`config.mk`:
```
export PLATFORM = sky130hd
export DESIGN_NAME = sweep_capture_engine_flat
export DESIGN_NICKNAME = d
export VERILOG_FILES = /design/src/rtl/sweep_pkg.sv /design/src/rtl/sweep_capture_engine_if.sv /design/src/rtl/sweep_fifo.sv /design/src/rtl/sweep_capture_engine.sv /design/src/flat_wrapper.sv
export SDC_FILE = /design/constraint.sdc
export NUM_CORES = 1
export LEC_CHECK = 0
export BUFFER_PORTS_ARGS = -buffer_cell sky130_fd_sc_hd__buf_2
export CORE_MARGIN = 2
export CORE_UTILIZATION = 55
export CTS_CLUSTER_SIZE = 20
export DETAILED_ROUTE_END_ITERATION = 8
export GPL_ROUTABILITY_DRIVEN = 0
export PLACE_DENSITY_LB_ADDON = 0.15
export SYNTH_ARGS = -nofsm -noshare
export SYNTH_HDL_FRONTEND = slang
export SYNTH_SLANG_ARGS = --single-unit
```
`constraint.sdc`:
```
create_clock -name CK -period 3 [get_ports CK]
set_input_delay 0.45 -clock CK [delete_from_list [all_inputs] [get_ports CK]]
set_output_delay 0.45 -clock CK [all_outputs]
set_load 0.02 [all_outputs]
```
`src/rtl/sweep_pkg.sv`:
```
// Shared types and constants for the sweep capture engine: FSM states,
// MISR polynomial and maximal-length LFSR tap table.
package sweep_pkg;

  localparam int unsigned SIG_W     = 16;
  localparam logic [15:0] MISR_POLY = 16'h1021;

  typedef enum logic [2:0] {
    ST_IDLE   = 3'd0,
    ST_APPLY  = 3'd1,
    ST_SAMPLE = 3'd2,
    ST_STALL  = 3'd3,
    ST_DONE   = 3'd4
  } sweep_state_e;

  // Fibonacci taps, bit n-1 is the MSB; new LSB = ^(state & taps)
  function automatic logic [15:0] lfsr_taps(input int n);
    case (n)
      2:       return 16'h0003;
      3:       return 16'h0006;
      4:       return 16'h000C;
      5:       return 16'h0014;
      6:       return 16'h0030;
      7:       return 16'h0060;
      8:       return 16'h00B8;
      9:       return 16'h0110;
      10:      return 16'h0240;
      11:      return 16'h0500;
      12:      return 16'h0829;
      13:      return 16'h100D;
      14:      return 16'h2015;
      15:      return 16'h6000;
      16:      return 16'hD008;
      default: return 16'h0003;
    endcase
  endfunction

endpackage

```
`src/rtl/sweep_capture_engine_if.sv`:
```
// Capture-FIFO read port: valid/ready handshake with the head entry payload.
interface sweep_capture_engine_if #(
  parameter int unsigned N_IN  = 3,
  parameter int unsigned N_OUT = 1
) ();
  logic             cap_valid;
  logic             cap_ready;
  logic [N_IN-1:0]  cap_pattern;
  logic [N_OUT-1:0] cap_resp;

  modport master (output cap_valid, output cap_pattern, output cap_resp, input cap_ready);
  modport slave  (input cap_valid, input cap_pattern, input cap_resp, output cap_ready);
endinterface

```
`src/rtl/sweep_fifo.sv`:
```
// First-word fall-through FIFO; push and pop may coincide at any occupancy,
// including full. Head data reads as zero while empty.
module sweep_fifo #(
  parameter int unsigned WIDTH = 4,
  parameter int unsigned DEPTH = 8
) (
  input  logic             clk,
  input  logic             rst_n,
  input  logic             push,
  input  logic [WIDTH-1:0] wdata,
  input  logic             pop,
  output logic [WIDTH-1:0] rdata,
  output logic             full,
  output logic             empty
);
  localparam int unsigned AW = $clog2(DEPTH);
  localparam int unsigned CW = AW + 1;

  logic [WIDTH-1:0] mem_q [DEPTH];
  logic [WIDTH-1:0] mem_d [DEPTH];
  logic [AW-1:0]    wr_q, wr_d, rd_q, rd_d;
  logic [CW-1:0]    cnt_q, cnt_d;
  logic             push_en, pop_en;

  assign empty   = (cnt_q == '0);
  assign full    = (cnt_q == CW'(DEPTH));
  assign pop_en  = pop & ~empty;
  assign push_en = push & (~full | pop_en);
  assign rdata   = empty ? '0 : mem_q[rd_q];

  always_comb begin
    mem_d = mem_q;
    wr_d  = wr_q;
    rd_d  = rd_q;
    cnt_d = cnt_q;
    if (push_en) begin
      mem_d[wr_q] = wdata;
      wr_d        = wr_q + AW'(1);
    end
    if (pop_en) rd_d = rd_q + AW'(1);
    case ({push_en, pop_en})
      2'b10:   cnt_d = cnt_q + CW'(1);
      2'b01:   cnt_d = cnt_q - CW'(1);
      default: cnt_d = cnt_q;
    endcase
  end

  always_ff @(posedge clk or negedge rst_n) begin
    if (!rst_n) begin
      mem_q <= '{default: '0};
      wr_q  <= '0;
      rd_q  <= '0;
      cnt_q <= '0;
    end else begin
      mem_q <= mem_d;
      wr_q  <= wr_d;
      rd_q  <= rd_d;
      cnt_q <= cnt_d;
    end
  end

endmodule

```
`src/rtl/sweep_capture_engine.sv`:
```
// Sweeps the N_IN-bit stimulus space (count or LFSR order) into a DUT, captures
// each settled response into a FIFO and folds it into a 16-bit MISR.
module sweep_capture_engine
  import sweep_pkg::*;
#(
  parameter int unsigned N_IN   = 3,
  parameter int unsigned N_OUT  = 1,
  parameter int unsigned SETTLE = 1,
  parameter int unsigned DEPTH  = 8
) (
  input  logic                 CK,
  input  logic                 reset,
  input  logic                 start,
  input  logic                 mode,
  input  logic                 abort,
  output logic [N_IN-1:0]      stim_o,
  input  logic [N_OUT-1:0]     resp_i,
  sweep_capture_engine_if.master cap,
  output logic                 busy,
  output logic                 done,
  output logic [SIG_W-1:0]     signature
);
  localparam int unsigned     SCW         = (SETTLE > 1) ? $clog2(SETTLE) : 1;
  localparam logic [SCW-1:0]  SETTLE_LAST = SCW'(SETTLE - 1);
  localparam logic [N_IN-1:0] ALL_ONES    = '1;
  localparam logic [N_IN-1:0] TAPS        = N_IN'(lfsr_taps(int'(N_IN)));

  sweep_state_e            state_q, state_d;
  logic [N_IN-1:0]         stim_q, stim_d;
  logic                    mode_q, mode_d;
  logic [SCW-1:0]          cnt_q, cnt_d;
  logic [SIG_W-1:0]        sig_q, sig_d;
  logic                    busy_q, busy_d;
  logic                    done_q, done_d;

  logic [N_IN-1:0]         lfsr_next, pat_next;
  logic                    is_last, pop_c, push_c, can_push;
  logic [SIG_W-1:0]        misr_next;
  logic                    fifo_full, fifo_empty;
  logic [N_IN+N_OUT-1:0]   head;

  assign lfsr_next = {stim_q[N_IN-2:0], ^(stim_q & TAPS)};
  assign pat_next  = mode_q ? lfsr_next : (stim_q + N_IN'(1));
  // LFSR sweep ends on the state whose successor is the all-ones seed
  assign is_last   = mode_q ? (lfsr_next == ALL_ONES) : (stim_q == ALL_ONES);
  assign misr_next = {sig_q[SIG_W-2:0], 1'b0} ^ (sig_q[SIG_W-1] ? MISR_POLY : '0)
                   ^ SIG_W'(resp_i);
  assign pop_c     = cap.cap_ready & ~fifo_empty;
  assign can_push  = ~fifo_full | pop_c;

  always_comb begin
    state_d = state_q;
    stim_d  = stim_q;
    mode_d  = mode_q;
    cnt_d   = cnt_q;
    sig_d   = sig_q;
    push_c  = 1'b0;
    if (abort) begin
      state_d = ST_IDLE;
    end else begin
      case (state_q)
        ST_IDLE, ST_DONE: begin
          if (start) begin
            mode_d  = mode;
            stim_d  = mode ? ALL_ONES : '0;
            sig_d   = '0;
            cnt_d   = '0;
            state_d = ST_APPLY;
          end
        end
        ST_APPLY: begin
          if (cnt_q == SETTLE_LAST) begin
            cnt_d   = '0;
            state_d = ST_SAMPLE;
          end else begin
            cnt_d = cnt_q + SCW'(1);
          end
        end
        ST_SAMPLE, ST_STALL: begin
          if (can_push) begin
            push_c = 1'b1;
            sig_d  = misr_next;
            if (is_last) begin
              state_d = ST_DONE;
            end else begin
              stim_d  = pat_next;
              state_d = ST_APPLY;
            end
          end else begin
            state_d = ST_STALL;
          end
        end
        default: state_d = ST_IDLE;
      endcase
    end
    busy_d = (state_d == ST_APPLY) || (state_d == ST_SAMPLE) || (state_d == ST_STALL);
    done_d = (state_d == ST_DONE);
  end

  always_ff @(posedge CK or negedge reset) begin
    if (!reset) begin
      state_q <= ST_IDLE;
      stim_q  <= '0;
      mode_q  <= 1'b0;
      cnt_q   <= '0;
      sig_q   <= '0;
      busy_q  <= 1'b0;
      done_q  <= 1'b0;
    end else begin
      state_q <= state_d;
      stim_q  <= stim_d;
      mode_q  <= mode_d;
      cnt_q   <= cnt_d;
      sig_q   <= sig_d;
      busy_q  <= busy_d;
      done_q  <= done_d;
    end
  end

  sweep_fifo #(
    .WIDTH (N_IN + N_OUT),
    .DEPTH (DEPTH)
  ) u_fifo (
    .clk   (CK),
    .rst_n (reset),
    .push  (push_c),
    .wdata ({stim_q, resp_i}),
    .pop   (pop_c),
    .rdata (head),
    .full  (fifo_full),
    .empty (fifo_empty)
  );

  assign stim_o          = stim_q;
  assign busy            = busy_q;
  assign done            = done_q;
  assign signature       = sig_q;
  assign cap.cap_valid   = ~fifo_empty;
  assign cap.cap_pattern = head[N_IN+N_OUT-1:N_OUT];
  assign cap.cap_resp    = head[N_OUT-1:0];

endmodule

```
`src/flat_wrapper.sv`:
```
// flat-port wrapper written by rule: the top's interface ports become plain ports
module sweep_capture_engine_flat import sweep_pkg::*;
#(
  parameter int unsigned N_IN   = 3,
  parameter int unsigned N_OUT  = 1,
  parameter int unsigned SETTLE = 1,
  parameter int unsigned DEPTH  = 8
)
  (CK, reset, start, mode, abort, stim_o, resp_i, busy, done, signature, cap_cap_valid, cap_cap_pattern, cap_cap_resp, cap_cap_ready);
  sweep_capture_engine_if #(.N_IN(N_IN), .N_OUT(N_OUT)) cap_i ();
  input  logic CK;
  input  logic reset;
  input  logic start;
  input  logic mode;
  input  logic abort;
  output logic [N_IN-1:0] stim_o;
  input  logic [N_OUT-1:0] resp_i;
  output logic busy;
  output logic done;
  output logic [SIG_W-1:0] signature;
  output wire logic [$bits(cap_i.cap_valid)-1:0] cap_cap_valid;
  output wire logic [$bits(cap_i.cap_pattern)-1:0] cap_cap_pattern;
  output wire logic [$bits(cap_i.cap_resp)-1:0] cap_cap_resp;
  input wire logic [$bits(cap_i.cap_ready)-1:0] cap_cap_ready;
  assign cap_cap_valid = cap_i.cap_valid;
  assign cap_cap_pattern = cap_i.cap_pattern;
  assign cap_cap_resp = cap_i.cap_resp;
  assign cap_i.cap_ready = cap_cap_ready;
  sweep_capture_engine #(.N_IN(N_IN), .N_OUT(N_OUT), .SETTLE(SETTLE), .DEPTH(DEPTH)) u_core (.CK(CK), .reset(reset), .start(start), .mode(mode), .abort(abort), .stim_o(stim_o), .resp_i(resp_i), .cap(cap_i), .busy(busy), .done(done), .signature(signature));
endmodule
```
==> flow_metrics.py <==
metrics = {
    "outcome": {
        "run_status": "finished clean",
    },
    "global_routing": {
        "globalRoute.totalOverflow": 0,
        "maximum_number_of_pins_on_one_net_before_global_route_repair": 27,
        "antenna_found_initial": 0,
        "vias_in_the_first_global_route": 2146,
        "global_routing_usage_summed_across_all_routing_layers": 0.210,
        "global_route_wire_length_before_repair_mm": 10.4,
    },
    "critical_path": {
        "cp_data_arrival_time_ns": 2.03,
        "critPathBufInv": 1,
        "critPathSlowestCell": "sky130_fd_sc_hd__dfrtp_1",
        "critical_path_peak_fanout": 10,
        "critPathLaunchType": "flop",
        "criticalPathCategory": "reg2out",
        "critPathTopFamily": "flip-flops",
        "worstPathRequired_ns": 2.55,
        "setup.worst_path.end_class": "output pin",
        "cp_cell_sequence": "mux4_2, mux2i_1, nor2_1, buf_2",
        "slowest_delay_ns": 0.75,
    },
    "detailed_routing": {
        "detail-route-antenna-nets": 0,
        "avgViaCountPerCell": 5.59,
        "route.met3.wl_um": 157,
        "route.detailed.drc": 0,
        "wl_mm": 6.19,
        "route.top_layer_used": "met4",
        "routedWlPerCell_um": 16.0,
        "vias": 2163,
        "detail_route.first_pass.iterations": 4,
        "detailroute.wirelength.met2_mm": 3.05,
        "dr.first_iter.drc_count": 105,
        "routedLengthMet1_mm": 2.89,
    },
    "logic_synthesis": {
        "post_synthesis_instance_area_mm2": 0.00335,
        "synth_top_cell_by_area": "sky130_fd_sc_hd__dfrtp_1",
        "yosysWarningCount": 0,
        "yosysSeqAreaShare": 0.501,
        "yosys.cell_count.top_type": "sky130_fd_sc_hd__dfrtp_1",
        "synth_area_per_cell_um2": 12.3,
        "netlist_top_cells_area": "sky130_fd_sc_hd__dfrtp_1 (50%), sky130_fd_sc_hd__mux2_2 (14%), sky130_fd_sc_hd__mux2i_1 (5.7%)",
        "synth.cells.most_frequent": "sky130_fd_sc_hd__dfrtp_1 (67), sky130_fd_sc_hd__mux2_2 (42), sky130_fd_sc_hd__nand2_1 (21)",
        "syn-num-nets": 285,
        "async_reset_ff_frac": 1.00,
        "synth-edff-count": 0,
        "synth.ff_latch_count": 67,
        "synth.distinct_cells": 40,
        "synth_largest_type_area_fraction": 0.501,
        "synthCells": 272,
        "synth_top_flop_cell": "sky130_fd_sc_hd__dfrtp_1",
    },
    "timing": {
        "grt_setup_unrepaired": "no",
        "timing_max_transition_violations_final": 0,
        "max_slew_margin": 0.580,
        "fin_hold_viols": 0,
        "setup-tns-final_ns": 0,
        "layout_min_cycle_time_ns": 2.48,
        "tightest_slew_ns": 0.630,
        "setup_viol_count_final": 0,
        "fmax_mhz": 403,
        "post-route-period-util": 0.828,
        "final.setup_skew_ns": 0.00862,
    },
    "cts": {
        "cts.clk_slew.worst_paths_ns": 0.08,
        "cts_made_buffers": 9,
        "cts-root-buf": "sky130_fd_sc_hd__clkbuf_8",
        "clkSinkCount": 67,
        "clk-insertion-delay-late_ns": 0.34,
        "cts.path.max_buffers": 2,
        "post_cts.repair.setup_buffers": 0,
        "post_cts.resized_instances": 0,
        "clock_tree_from_tritoncts": "built",
        "ctsHoldBuffers": 0,
        "cts_max_level": 3,
    },
    "pwr": {
        "internal-power_uw": 2070,
        "comb_power_share": 0.260,
        "p_per_area_mw_per_mm2": 808,
        "vdd.ir_drop.worst_mv": 0.398,
        "p_sw_uw": 1010,
        "netSwitchingFraction": 0.327,
        "power_leakage_uw": 0.00181,
        "power_frac_clock": 0.274,
        "power_frac_seq": 0.466,
    },
    "layout": {
        "flow.area_growth_from_synthesis_pct": 13.9,
        "finalNetCount": 320,
        "n_antenna_cell": 0,
        "layout-drive-gt1-share": 0.372,
        "final_util": 0.648,
        "n_fill_cell": 480,
    },
    "worst_hold_path": {
        "hold_path.class": "in2async",
    },
    "floorplanning": {
        "num_rows": 28,
        "core_region_area_mm2": 0.00589,
        "ios": 33,
        "initial_core_util": 0.569,
        "fp.dieArea_mm2": 0.00673,
        "dieWidth_um": 82.0,
        "die_h_um": 82.0,
    },
    "job": {
        "maxCapViolations": 0,
    },
    "place": {
        "detailed_placement_hpwl_mm": 4.41,
        "placement.io_buffers": 32,
    },
}
==> power by group through the flow <==
stage	Combinational, µW	Clock, µW	Sequential, µW
floorplan	790	0	1260
global placement	789	0	1440
detailed placement	811	0	1450
finish	800	845	1440
CTS	816	860	1440
global route	889	900	1480
==> state kept, by name (all words and copies together) (netlist names) <==
signal,flops
u_core.busy,1
u_core.done,1
u_core.mode_q,1
u_core.signature,16
u_core.state_q,3
u_core.stim_o,3
u_core.u_fifo.cnt_q,4
u_core.u_fifo.mem_q,32
u_core.u_fifo.rd_q,3
u_core.u_fifo.wr_q,3
==> layer usage <==
metal / global-route usage / vias to the layer above
li1: - / 1028
met1: 0.283 / 1103
met2: 0.337 / 23
met3: 0.0429 / 9
met4: 0.0800 / 0
met5: 0 / -
==> per-stage QoR <==
step / hold WS [ns] / power, µW / cells / worst slack [ns] / cell area [µm²]
floorplan: 0.154 / 2050 / 272 / 0.473 / 3350
detailed placement: 0.445 / 2260 / 371 / 0.520 / 3590
global placement: 0.452 / 2230 / 371 / 0.574 / 3590
CTS: 0.0773 / 3110 / 387 / 0.462 / 3810
finish: 0.0697 / 3080 / 387 / 0.516 / 3810
global route: 0.105 / 3270 / 387 / 0.318 / 3810
==> worst register-to-register path: cells and delay by family (launching register included) <==
family / cells / cell delay [ns]
buffers and inverters: 2 / 0.18
AOI/OAI and AO/OA: 1 / 0.14
adders and majority gates: 2 / 0.46
xor gates and xnor gates: 3 / 0.46
and+or+nand+nor: 3 / 0.58
DFF: 1 / 0.50
==> worst paths after layout <==
kind,start,end,slack (ns),cells past startpoint
min reg2reg,u_core.u_fifo.mem_q[28],u_core.u_fifo.mem_q[28],0.51,1
max in group asynchronous,reset,u_core.u_fifo.mem_q[16],2.21,2
max,u_core.u_fifo.rd_q[0],cap_cap_pattern[2],0.52,4
max reg2reg,u_core.u_fifo.cnt_q[1],u_core.u_fifo.cnt_q[2],0.57,11
min in group CK,mode,u_core.mode_q,0.36,2
min,reset,u_core.mode_q,0.07,1
==> logic make-up after synthesis <==
kind of cell / Yosys count / synth area share
AOI/OAI and AO/OA: 22 / 0.0501
muxes: 69 / 0.252
xor gates and xnor gates: 14 / 0.0366
adders and majority gates: 6 / 0.0224
DFF: 67 / 0.501
buffers and inverters: 32 / 0.0400
and+or+nand+nor: 62 / 0.0980
==> layout make-up <==
class	instances	area, µm²	share of cell area
inverters	16	60.1	0.0157
multi-input cells	173	1540	0.403
repair buffers	40	220	0.0577
clock buffers	11	151	0.0397
clock inverters	5	75.1	0.0197
flip-flops and latches	67	1680	0.440
well taps	75	93.8	0.0246
==> cells in the final DEF (no fill, tap or decap), types with 3 or more instances in the layout <==
cell                       Yosys  layout
sky130_fd_sc_hd__xnor2_1       7       7
sky130_fd_sc_hd__buf_4         2       8
sky130_fd_sc_hd__nand2_1      21      21
sky130_fd_sc_hd__mux2_2       42      42
sky130_fd_sc_hd__nand3b_1      3       3
sky130_fd_sc_hd__clkinv_2      0       3
sky130_fd_sc_hd__mux4_2        8       8
sky130_fd_sc_hd__buf_2         5      32
sky130_fd_sc_hd__clkbuf_8      0      11
sky130_fd_sc_hd__o21ai_0       5       5
sky130_fd_sc_hd__a21oi_1       4       4
sky130_fd_sc_hd__dfrtp_1      67      67
sky130_fd_sc_hd__nand2b_1      3       3
sky130_fd_sc_hd__nand3_1       4       4
sky130_fd_sc_hd__nor2_1       14      14
sky130_fd_sc_hd__inv_1        16      16
sky130_fd_sc_hd__ha_1          6       6
sky130_fd_sc_hd__mux2i_1      19      19
sky130_fd_sc_hd__xor2_1        7       7
Power figures use the tool's default switching activity.
